===== src/rtl/ball_dir_ctrl.sv =====
// rtl/ball_dir_ctrl.sv - ball step-rate generator, direction owner and serve/run/lost sequencer
module ball_dir_ctrl #(
    parameter int TICK_DIV  = 833333,
    parameter int CNT_W     = 20,
    parameter int X_MIN     = 0,
    parameter int X_MAX     = 156,
    parameter int Y_MIN     = 0,
    parameter int Y_MAX     = 116,
    parameter int PADDLE_Y  = 110,
    parameter int PADDLE_W  = 16,
    parameter int BALL_SIZE = 4
) (
    input  logic       clk,
    input  logic       resetn,
    input  logic       start,
    input  logic [9:0] ball_x,
    input  logic [9:0] ball_y,
    input  logic [9:0] paddle_x,
    input  logic       brick_hit,
    input  logic       brick_side,
    output logic       move_en,
    output logic       x_du,
    output logic       y_du,
    output logic       ball_lost,
    output logic       running
);

    // Last count value of one step period; TICK_DIV == 2^CNT_W maps to all ones.
    localparam logic [CNT_W-1:0] CNT_LAST = CNT_W'(TICK_DIV - 1);

    // Geometry constants widened to 11 bits so sums near 1023 do not wrap.
    localparam logic [10:0] L_X_MIN    = 11'(X_MIN);
    localparam logic [10:0] L_X_MAX    = 11'(X_MAX);
    localparam logic [10:0] L_Y_MIN    = 11'(Y_MIN);
    localparam logic [10:0] L_Y_MAX    = 11'(Y_MAX);
    localparam logic [10:0] L_PADDLE_Y = 11'(PADDLE_Y);
    localparam logic [10:0] L_PADDLE_W = 11'(PADDLE_W);
    localparam logic [10:0] L_BALL     = 11'(BALL_SIZE);

    typedef enum logic [1:0] {
        ST_IDLE = 2'd0,
        ST_RUN  = 2'd1,
        ST_LOST = 2'd2
    } state_t;

    state_t           r_state;
    state_t           w_state_nxt;
    logic [CNT_W-1:0] r_cnt;
    logic [CNT_W-1:0] w_cnt_nxt;
    logic             r_x_du;
    logic             r_y_du;
    logic             w_x_du_nxt;
    logic             w_y_du_nxt;

    logic [10:0] w_bx;
    logic [10:0] w_by;
    logic [10:0] w_px;
    logic [10:0] w_bx_far;
    logic [10:0] w_by_far;
    logic [10:0] w_px_far;

    logic w_x_wall;
    logic w_y_top;
    logic w_paddle;
    logic w_lost;
    logic w_brick_x;
    logic w_brick_y;

    assign w_bx     = {1'b0, ball_x};
    assign w_by     = {1'b0, ball_y};
    assign w_px     = {1'b0, paddle_x};
    assign w_bx_far = w_bx + L_BALL;
    assign w_by_far = w_by + L_BALL;
    assign w_px_far = w_px + L_PADDLE_W;

    // Each wall rule is gated by the current direction, so a ball parked
    // against a wall flips once and then stays put.
    assign w_x_wall = (r_x_du  && (w_bx >= L_X_MAX)) ||
                      (!r_x_du && (w_bx <= L_X_MIN));
    assign w_y_top  = !r_y_du && (w_by <= L_Y_MIN);

    // Paddle hit needs downward travel, vertical contact above the lost line
    // and any horizontal overlap between ball and paddle.
    assign w_paddle = r_y_du
                   && (w_by_far >= L_PADDLE_Y)
                   && (w_by < L_Y_MAX)
                   && (w_bx_far > w_px)
                   && (w_bx < w_px_far);

    assign w_lost    = r_y_du && (w_by >= L_Y_MAX) && !w_paddle;
    assign w_brick_x = brick_hit && brick_side;
    assign w_brick_y = brick_hit && !brick_side;

    // State, rate counter and direction registers with synchronous reset.
    always_ff @(posedge clk) begin
        if (!resetn) begin
            r_state <= ST_IDLE;
            r_cnt   <= '0;
            r_x_du  <= 1'b1;
            r_y_du  <= 1'b0;
        end else begin
            r_state <= w_state_nxt;
            r_cnt   <= w_cnt_nxt;
            r_x_du  <= w_x_du_nxt;
            r_y_du  <= w_y_du_nxt;
        end
    end

    // Next-state, counter and direction decisions; walls/paddle beat bricks
    // per axis, and a lost ball freezes both directions.
    always_comb begin
        w_state_nxt = r_state;
        w_cnt_nxt   = r_cnt;
        w_x_du_nxt  = r_x_du;
        w_y_du_nxt  = r_y_du;
        case (r_state)
            ST_IDLE: begin
                w_cnt_nxt = '0;
                if (start) begin
                    w_state_nxt = ST_RUN;
                end
            end
            ST_RUN: begin
                if (r_cnt == CNT_LAST) begin
                    w_cnt_nxt = '0;
                end else begin
                    w_cnt_nxt = r_cnt + CNT_W'(1);
                end
                if (w_lost) begin
                    w_state_nxt = ST_LOST;
                    w_cnt_nxt   = '0;
                end else begin
                    if (w_x_wall) begin
                        w_x_du_nxt = !r_x_du;
                    end else if (w_brick_x) begin
                        w_x_du_nxt = !r_x_du;
                    end
                    if (w_y_top) begin
                        w_y_du_nxt = 1'b1;
                    end else if (w_paddle) begin
                        w_y_du_nxt = 1'b0;
                    end else if (w_brick_y) begin
                        w_y_du_nxt = !r_y_du;
                    end
                end
            end
            ST_LOST: begin
                w_state_nxt = ST_IDLE;
                w_cnt_nxt   = '0;
                w_x_du_nxt  = 1'b1;
                w_y_du_nxt  = 1'b0;
            end
            default: begin
                w_state_nxt = ST_IDLE;
                w_cnt_nxt   = '0;
                w_x_du_nxt  = 1'b1;
                w_y_du_nxt  = 1'b0;
            end
        endcase
    end

    assign move_en   = (r_state == ST_RUN) && (r_cnt == CNT_LAST);
    assign ball_lost = (r_state == ST_LOST);
    assign running   = (r_state == ST_RUN);
    assign x_du      = r_x_du;
    assign y_du      = r_y_du;

endmodule


===== config.mk =====
export PLATFORM = sky130hd
export DESIGN_NAME = ball_dir_ctrl
export DESIGN_NICKNAME = d
export VERILOG_FILES = /design/src/rtl/ball_dir_ctrl.sv
export SDC_FILE = /design/constraint.sdc
export NUM_CORES = 1
export LEC_CHECK = 0
export CAP_MARGIN = 10
export CORE_UTILIZATION = 57
export DETAILED_ROUTE_END_ITERATION = 6
export PLACE_DENSITY = 0.87
export SYNTH_ARGS = -nofsm -noshare
export SYNTH_HDL_FRONTEND = slang
export SYNTH_SLANG_ARGS = --single-unit

===== constraint.sdc =====
create_clock -name clk -period 6.07 [get_ports clk]
set_input_delay 1.5175 -clock clk [delete_from_list [all_inputs] [get_ports clk]]
set_output_delay 1.5175 -clock clk [all_outputs]
set_load 0.01 [all_outputs]

# Word-level counts from Yosys, hierarchy flattened
# Cells that the tools add are included.
[word_totals]
regBits = 24
in_bits = 35
elab_cells = 61
out_inout_bits = 5
[op_classes]
muxes = 12
add_sub_neg = 4
bitwise = 3
order_cmp = 8
n_eq_ne = 8
reduce_logical = 22
[ops]
columns = ["cell", "count"]
rows = [
  ["$add 10x3->11 const B", 2],
  ["$add 20x1->20 const B", 1],
  ["$eq 20x20->1 const B", 1],
  ["$le 10x1->1 const B", 2],
  ["$logic_and 1x1->1", 12],
  ["$add 10x5->11 const B", 1],
  ["$ge 11x7->1 const B", 1],
  ["$gt 11x10->1", 1],
  ["$lt 10x11->1", 1],
  ["$ge 10x7->1 const B", 1],
  ["$ge 10x8->1 const B", 1],
  ["$lt 10x7->1 const B", 1],
  ["$mux 1", 7],
  ["$reduce_and 3->1", 2],
  ["$logic_not 1->1", 4],
  ["$mux 2", 2],
  ["$ne 2x2->1 const B", 2],
  ["$ne 4x1->1 const B", 1],
  ["$pmux 1 s2", 2],
  ["$pmux 2 s2", 1],
  ["$reduce_or 4->1", 1],
  ["$ne 3x1->1 const B", 1],
  ["$not 1->1", 3],
  ["$eq 2x1->1 const B", 1],
  ["5 further kinds", 5],
]

# Depth between registers and ports, before layout
# Gate-level depths: netlist of run 1.
[logic_depth]
word_depth = 10
mapped_depth = 13
ltp_nobuf = 12

# Worst setup path before layout of run 1
# OpenSTA, ideal clock, no wires.
[synth_path]
path_type = "input -> register"
startpoint = "input ball_x[5]"
endpoint = "register r_cnt[4]"
setup_time_ns = 0.062
path_slack_ns = 2.279
stages = 13
arrival_time_ns = 3.729
t_required_ns = 6.008
n_path_buf = 1
cell_sequence = "and3_2 > and2_1 > nand4_1 > xnor2_1 > ha_1 > and3_2 > o2111ai_1 > o311ai_1 > nor4_4 > a311oi_2 > or3_4 > buf_6 > nor2_2"
[synth_between]
elab_chain_cells = 7
word_cells_on_any_way = 8
[synth_lines]
columns = ["element", "line", "source"]
rows = [
  ["start: declaration", "16", "input logic [9:0] ball_x,"],
  ["$add 10x3->11", "72", "assign w_bx_far = w_bx + L_BALL;"],
  ["$gt 11x10->1", "87", "&& (w_bx_far > w_px)"],
  ["$logic_and 1x1->1", "87", ""],
  ["$logic_and 1x1->1 *", "88", "&& (w_bx < w_px_far);"],
  ["$logic_not 1->1 *", "90", "assign w_lost = r_y_du && (w_by >= L_Y_MAX) && !w_paddle;"],
  ["$logic_and 1x1->1 *", "90", ""],
  ["$reduce_or 4->1 (no source line) *", "-", ""],
  ["end signal: assignment", "103", "r_cnt <= w_cnt_nxt;"],
  ["end: declaration", "48", "logic [CNT_W-1:0] r_cnt;"],
]
# Mark *: on every way between the ends. The rest lies on a longest branch, timed or not.
# A chain may end at the register's enable or synchronous reset.

# Worst setup path after layout of run 1
[layout_path]
startpoint = "input ball_x[4]"
endpoint = "register r_cnt[12]"
# The elaborated chain is that of the path after synthesis.

==> flow_summary.ini, run 1 <==
[logic_synthesis]
yosys.cell_count.top_type = sky130_fd_sc_hd__ha_1
synth_seq_area_share_pct = 23.1
synth.top_cells.by_count = sky130_fd_sc_hd__ha_1 (28), sky130_fd_sc_hd__nand3_1 (25), sky130_fd_sc_hd__dfxtp_1 (24)
synth_area_mm2 = 0.00208
netlist.top_cell.by_area = sky130_fd_sc_hd__dfxtp_1
postSynthAreaPerCell_um2 = 8.26
ys_seq_elements = 24
ys_top_cells_by_area = sky130_fd_sc_hd__dfxtp_1 (23%), sky130_fd_sc_hd__ha_1 (17%), sky130_fd_sc_hd__xnor2_1 (6.3%)
syn_inst = 252
synthArstFlopShare_pct = 0
synth_warnings = 0
synthFlopType = sky130_fd_sc_hd__dfxtp_1
synth_largest_type_area_fraction_pct = 23.1
ys_types = 49
synth_fp_nets = 315
count_of_flip_flops_with_a_built_in_enable_after_synthesis = 0

[setup_path]
path_common_cell = sky130_fd_sc_hd__and3_2
required_ps = 6340
worst_path_max_delay_cell = sky130_fd_sc_hd__clkdlybuf4s50_1
r2r-start = r_cnt[0]
critical_path.startpoint_type = input pin
ff2ff_path_depth = 7
crit_arrival_ps = 4660
critPathMaxFanout = 20
reg2reg_slack_ps = 4040
rr_endpoint = r_cnt[18]
critical_path.cell_chain = clkdlybuf4s50_1, and3_2, and2_1, nand4_1, xnor2_1, ha_1, and3_2, o2111ai_1, o311ai_1, nor4_4, a311oi_2, or3_4, nor2_1
end_kind = flip-flop
crit_path_max_incr_delay_ps = 640
criticalPathCategory = input pin to flip-flop

[timing]
tightest_slew_ps = 597
setup_total_negative_slack_ps = 0
fin_ws_ps = 1680
unrepaired_setup_endpoints_after_global_routing = false
setup-violations-final = 0
timing.final.max_slew_violations = 0
max_slew_margin_pct = 59.8
maxClockFrequency_mhz = 228
clock_skew_ps = 8.48
worst_hold_slack_ps = 503
post-route-period-util_pct = 72.3
report.final.hold_viol_count = 0
layout_min_cycle_time_ps = 4390

[placement]
detailedPlacementHpwl_um = 3480
gp_congestion = 0.869
placedInstanceArea_mm2 = 0.00250
count_of_buffers_inserted_at_the_top_level_ports = 39
dp.cells = 334
post-place-ws_ps = 1340

[clock_tree]
cts-resized-gates = 0
clock_sink_count = 24
cts_htree_levels = 1
clock_tree.root_cell = sky130_fd_sc_hd__clkbuf_4
cts_buffers = 3
tritoncts = done
max-clock-path-buffers = 2
cts_setup_buffers = 0
holdBufCountCts = 0
worst_skew_pair.late_latency_ps = 320
path_clk_slew_ps = 130

[job]
timing.max_cap.violations = 0

[finish]
final_area_mm2 = 0.00256
share_of_final_layout_standard_cells_stronger_than_drive_strength_1_pct = 8.90
finalCoreUtilization_pct = 74.8
number_of_non_filler_instances_in_the_completed_layout = 338
nNetsFinal = 356
syn_to_final_growth_pct = 22.8
num-fill-cells = 278
num_antenna_cells = 0

[worst_hold_path]
worstHoldPathCells = 1
holdCritPathClass = flip-flop to flip-flop
timing.hold.worst.start = r_cnt[0]
min_to = r_cnt[0]

[global_routing]
grt_start_max_net_pins = 21
grt_use_total_pct = 22.8
grt_first_pass_wirelength_um = 7350
via_count_of_the_first_global_routing_pass = 1751
global_route.overflow_total = 0
antenna_found_initial = 0

[floorplanning]
core-area_mm2 = 0.00342
floorplan.initialDensity_pct = 61.0
num_rows = 21
ios = 40
dieArea_mm2 = 0.00390
fp.dieH_um = 62.4
floorplan.die.width_um = 62.4

[route]
routedLengthMet1_um = 1950
drt-vias-per-instance = 5.60
drt-pass1-iter-count = 4
met2WireLength_um = 2130
detail_route.wl_per_cell_um = 12.6
count_of_nets_left_with_antenna_violations_after_detail_routing = 0
top_layer_used = met4
vias = 1893
drc_violations_left = 0
route.final.wire_length_um = 4260
detailroute.wirelength.met3_um = 152
drt_iter0_drc = 147

[pwr]
total_power_mw = 0.384
power.density_mw_per_mm2 = 150
vdd_drop_max_uv = 79.6
power_leakage_nw = 0.977

[run_status]
run_status = finished clean
==> placed cells by master (no fill, tap or decap), types with 2 or more instances in the layout <==
master / count
sky130_fd_sc_hd__and2_1: 2
sky130_fd_sc_hd__o211ai_1: 2
sky130_fd_sc_hd__ha_1: 28
sky130_fd_sc_hd__nor3_1: 4
sky130_fd_sc_hd__nand3_1: 25
sky130_fd_sc_hd__clkdlybuf4s50_1: 39
sky130_fd_sc_hd__nand4_1: 4
sky130_fd_sc_hd__xor2_1: 13
sky130_fd_sc_hd__nor4b_1: 3
sky130_fd_sc_hd__xnor2_1: 15
sky130_fd_sc_hd__o21a_1: 4
sky130_fd_sc_hd__nor4_1: 3
sky130_fd_sc_hd__a21oi_1: 7
sky130_fd_sc_hd__a21o_1: 2
sky130_fd_sc_hd__nor2b_1: 5
sky130_fd_sc_hd__o21ai_0: 4
sky130_fd_sc_hd__dfxtp_1: 24
sky130_fd_sc_hd__nor2_1: 19
sky130_fd_sc_hd__nand2_1: 17
sky130_fd_sc_hd__and3_2: 4
sky130_fd_sc_hd__inv_1: 22
sky130_fd_sc_hd__a2111oi_0: 2
sky130_fd_sc_hd__clkbuf_4: 3
sky130_fd_sc_hd__nor2_2: 10
sky130_fd_sc_hd__and3_1: 3
sky130_fd_sc_hd__and4_1: 2
sky130_fd_sc_hd__nor3b_1: 2
sky130_fd_sc_hd__o311ai_1: 2
==> area by class of cell <==
class	count	area (µm²)	share of cell area [%]
clock buffer	3	22.5	0.881
clock inverter	1	30.0	1.17
inverter	22	82.6	3.23
multi-input combinational	203	1490	58.4
sequential	24	480	18.8
tap	46	57.6	2.25
timing repair buffer	39	390	15.3
==> layer usage <==
layer,vias to the layer above,track usage (%)
li1,983,-
met1,856,28.0
met2,51,40.9
met3,3,1.82
met4,0,8.43
met5,-,0
==> state kept, by name, summed over array words and instances (netlist names) <==
register,cells
x_du,1
y_du,1
r_cnt,20
r_state,2
==> power by group <==
part / leakage [nW] / internal, mW / switching [mW]
Clock: 0.0279 / 0.0668 / 0.0470
Sequential: 0.194 / 0.160 / 0.00433
Combinational: 0.754 / 0.0554 / 0.0502
==> worst max-delay path, delay by kind of cell <==
kind | cells | cell delay (ps)
AOI/OAI and AO/OA | 3 | 420
buffers and inverters | 1 | 640
adders and majority gates | 1 | 330
xor gates and xnor gates | 1 | 160
and+or+nand+nor | 7 | 1570
==> worst max-delay path by stage <==
stage | endpoint | slack, ps | startpoint
after floorplan | r_cnt[4] | 2280 | ball_x[5]
after global placement | r_cnt[10] | 1380 | ball_x[4]
after detailed placement | r_cnt[12] | 1340 | ball_x[4]
after CTS | r_cnt[12] | 1680 | ball_x[4]
after global routing | r_cnt[2] | 1480 | ball_x[4]
final | r_cnt[12] | 1680 | ball_x[4]
==> cells by family after synthesis <==
kind of cell / Yosys count / share of synthesized area, %
buffers and inverters: 25 / 5.23
and+or+nand+nor: 110 / 29.4
adders and majority gates: 28 / 16.8
xor gates and xnor gates: 28 / 11.8
AOI/OAI and AO/OA: 37 / 13.6
DFF: 24 / 23.1
Power figures use the tool's default switching activity.
==> run 2: changes to the inputs <==
--- a/config.mk
+++ b/config.mk
@@ -6,9 +6,9 @@
 export NUM_CORES = 1
 export LEC_CHECK = 0
 export CAP_MARGIN = 10
-export CORE_UTILIZATION = 57
+export CORE_UTILIZATION = 47
 export DETAILED_ROUTE_END_ITERATION = 6
-export PLACE_DENSITY = 0.87
+export PLACE_DENSITY = 0.76
 export SYNTH_ARGS = -nofsm -noshare
 export SYNTH_HDL_FRONTEND = slang
 export SYNTH_SLANG_ARGS = --single-unit
==> constraint.sdc (replaced) <==
create_clock -name clk -period 3.7 [get_ports clk]
set_input_delay 0.925 -clock clk [delete_from_list [all_inputs] [get_ports clk]]
set_output_delay 0.925 -clock clk [all_outputs]
set_load 0.01 [all_outputs]
==> run 2 against run 1 <==
Via count up 8.9%. First-iteration DRC count decreased by 35%. Global-route usage fell by 1.1 points. Clock power is 32% higher. Final cell count is 8.6% higher. Sequential share of layout area is 1.8 points lower. Cell area rose by 11%. Wire length up 22%. Worst setup slack worse by 1600 ps. Die area is 21% higher. Core utilization down 6.1 points.
==> flow_summary.ini, run 2 (synthesis gave the netlist of run 1 again) <==
[run_status]
run_status = finished clean

[global_routing]
global_route.overflow_total = 0
antenna_found_initial = 0
grt_first_pass_wirelength_um = 7780
via_count_of_the_first_global_routing_pass = 1880
grt_start_max_net_pins = 13
grt_use_total_pct = 21.7

[timing]
max_slew_margin_pct = 63.3
report.final.hold_viol_count = 0
tightest_slew_ps = 545
maxClockFrequency_mhz = 279
timing.final.max_slew_violations = 0
layout_min_cycle_time_ps = 3580
clock_skew_ps = 1.97
setup-violations-final = 0
post-route-period-util_pct = 96.8
fin_ws_ps = 120

[finish]
finalCoreUtilization_pct = 68.7
num-fill-cells = 349
final_common_cell = sky130_fd_sc_hd__clkdlybuf4s50_1
number_of_non_filler_instances_in_the_completed_layout = 367
syn_to_final_growth_pct = 35.8
regMostFlops = r_cnt
largest_register_ff_count = 20
num_antenna_cells = 0
layout_common_cells = sky130_fd_sc_hd__clkdlybuf4s50_1 (34), sky130_fd_sc_hd__ha_1 (27), sky130_fd_sc_hd__nand3_1 (25)
nNetsFinal = 382
biggestRegsByFlops = r_cnt x20, r_state x2
share_of_final_layout_standard_cells_stronger_than_drive_strength_1_pct = 18.6

[route]
route.final.wire_length_um = 5200
count_of_nets_left_with_antenna_violations_after_detail_routing = 0
drt-pass1-iter-count = 4
drc_violations_left = 0
vias = 2061
drt-vias-per-instance = 5.62
drt_iter0_drc = 95
detail_route.wl_per_cell_um = 14.2

[pwr]
power.density_mw_per_mm2 = 223
share_clk_of_total_power_pct = 23.7
power.sequential.fraction_pct = 42.9
intPower_mw = 0.449
power_leakage_nw = 1.14
switching_share_pct = 28.8
vdd_drop_max_uv = 120
comb_power_share_pct = 33.4
total_switching_power_mw = 0.182

[setup_path]
critical_path.top_delay_family = simple AND/OR/NAND/NOR gates
crit_path_max_incr_delay_ps = 480
criticalPathCategory = input pin to flip-flop
worst_path_max_delay_cell = sky130_fd_sc_hd__clkdlybuf4s50_1
crit_arrival_ps = 3780
critical_path.startpoint_type = input pin
required_ps = 3900
critical_path.cell_chain = clkdlybuf4s50_1, and2_4, nand4_1, xnor2_1, ha_1, and3_2, o2111ai_1, o311ai_2, nor4_4, a311oi_4, or3_4, nor2_4
end_kind = flip-flop
critPathBufInv = 1
critPathMaxFanout = 5

[clock_tree]
cts_htree_levels = 1
tritoncts = done
worst_skew_pair.late_latency_ps = 260
clock_sink_count = 24
max-clock-path-buffers = 2
cts_buffers = 3
clock_tree.root_cell = sky130_fd_sc_hd__clkbuf_8
path_clk_slew_ps = 80

[placement]
detailedPlacementHpwl_um = 3940
gp_congestion = 0.809
post-place-ws_ps = -355
count_of_buffers_inserted_at_the_top_level_ports = 39
dp.cells = 360

[floorplanning]
floorplan.initialDensity_pct = 50.6
core-area_mm2 = 0.00412
num_rows = 23
dieArea_mm2 = 0.00470
floorplan.die.width_um = 68.6
fp.dieH_um = 68.6
ios = 40

[worst_hold_path]
holdCritPathClass = flip-flop to flip-flop

[job]
timing.max_cap.violations = 0
==> run 2: cell types whose count changed in the layout (fill, tap and decap cells not counted), moves of 4 or more <==
| cell | previous run | this run |
|---|---|---|
| sky130_fd_sc_hd__buf_4 | 0 | 23 |
| sky130_fd_sc_hd__clkdlybuf4s50_1 | 39 | 34 |
| sky130_fd_sc_hd__dlymetal6s2s_1 | 0 | 5 |
| sky130_fd_sc_hd__nor2_1 | 19 | 15 |
==> run 2: metrics by stage <==
stage          power, mW  hold slack, ps  TNS (ps)  area (µm²)
2_1_floorplan      0.372             451         0        2080
3_3_place_gp       0.465             474     -4050        2670
3_5_place_dp       0.472             487     -7260        2670
4_1_cts            0.621             505     -39.3        2730
5_1_grt            0.663             521     -7.72        2830
6_report           0.631             508         0        2830
==> run 2: worst register-to-register path: stages (launching register included) <==
cell	delay [ps]
sky130_fd_sc_hd__dfxtp_1	440
sky130_fd_sc_hd__nand3_1	140
sky130_fd_sc_hd__or4_1	570
sky130_fd_sc_hd__nor2_1	150
sky130_fd_sc_hd__and4_1	290
sky130_fd_sc_hd__nand3_1	110
sky130_fd_sc_hd__xor2_1	220
sky130_fd_sc_hd__nor2_4	70
==> run 2: metal layers <==
| layer | routed length, µm | global-route usage, % |
|---|---|---|
| met2 | 2650 | 40.8 |
| met1 | 2340 | 26.1 |
| met3 | 183 | 2.96 |
| met4 | 31 | 3.39 |
| met5 | 0 | 0 |
==> run 2: final cells by class <==
type	count	area, µm²	area share (%)
tap	50	62.6	2.21
multi-input combinational	206	1590	56.1
timing repair buffer	62	576	20.4
inverter	22	82.6	2.92
clock buffer	3	41.3	1.46
sequential	24	480	17.0
==> run 2: timing repair <==
item | CTS | global route
gates cloned | 1 | 2
pin swaps | 1 | 13
buffers inserted | 0 | 1
setup endpoints to repair | 20 | 23
hold buffers | 0 | 0
resized for setup | 2 | 19
==> run 2: power groups by stage <==
stage / sequential [mW] / combinational, mW / clock (mW)
global route: 0.272 / 0.230 / 0.161
CTS: 0.270 / 0.199 / 0.152
detailed placement: 0.276 / 0.195 / 0
global placement: 0.276 / 0.189 / 0
finish: 0.271 / 0.211 / 0.150
floorplan: 0.276 / 0.0964 / 0
==> run 2: final timing paths <==
| kind | from | endpoint | slack (ps) | cells past startpoint |
|---|---|---|---|---|
| max | ball_x[7] | r_cnt[19] | 120 | 12 |
| min | r_cnt[0] | r_cnt[0] | 510 | 1 |
| max reg2reg | r_cnt[6] | r_cnt[19] | 1600 | 7 |
| min reg2reg | r_cnt[0] | r_cnt[0] | 510 | 1 |
==> run 3: changes to the inputs <==
==> constraint.sdc (replaced) <==
create_clock -name clk -period 3.7 [get_ports clk]
set_input_delay 0.925 -clock clk [delete_from_list [all_inputs] [get_ports clk]]
set_output_delay 0.925 -clock clk [all_outputs]
set_load 0.005 [all_outputs]
==> results of run 3 <==
The final DEF is identical to that of run 2. Status: finished clean.
Among the figures that moved: total power 0.631 mW -> 0.629 mW
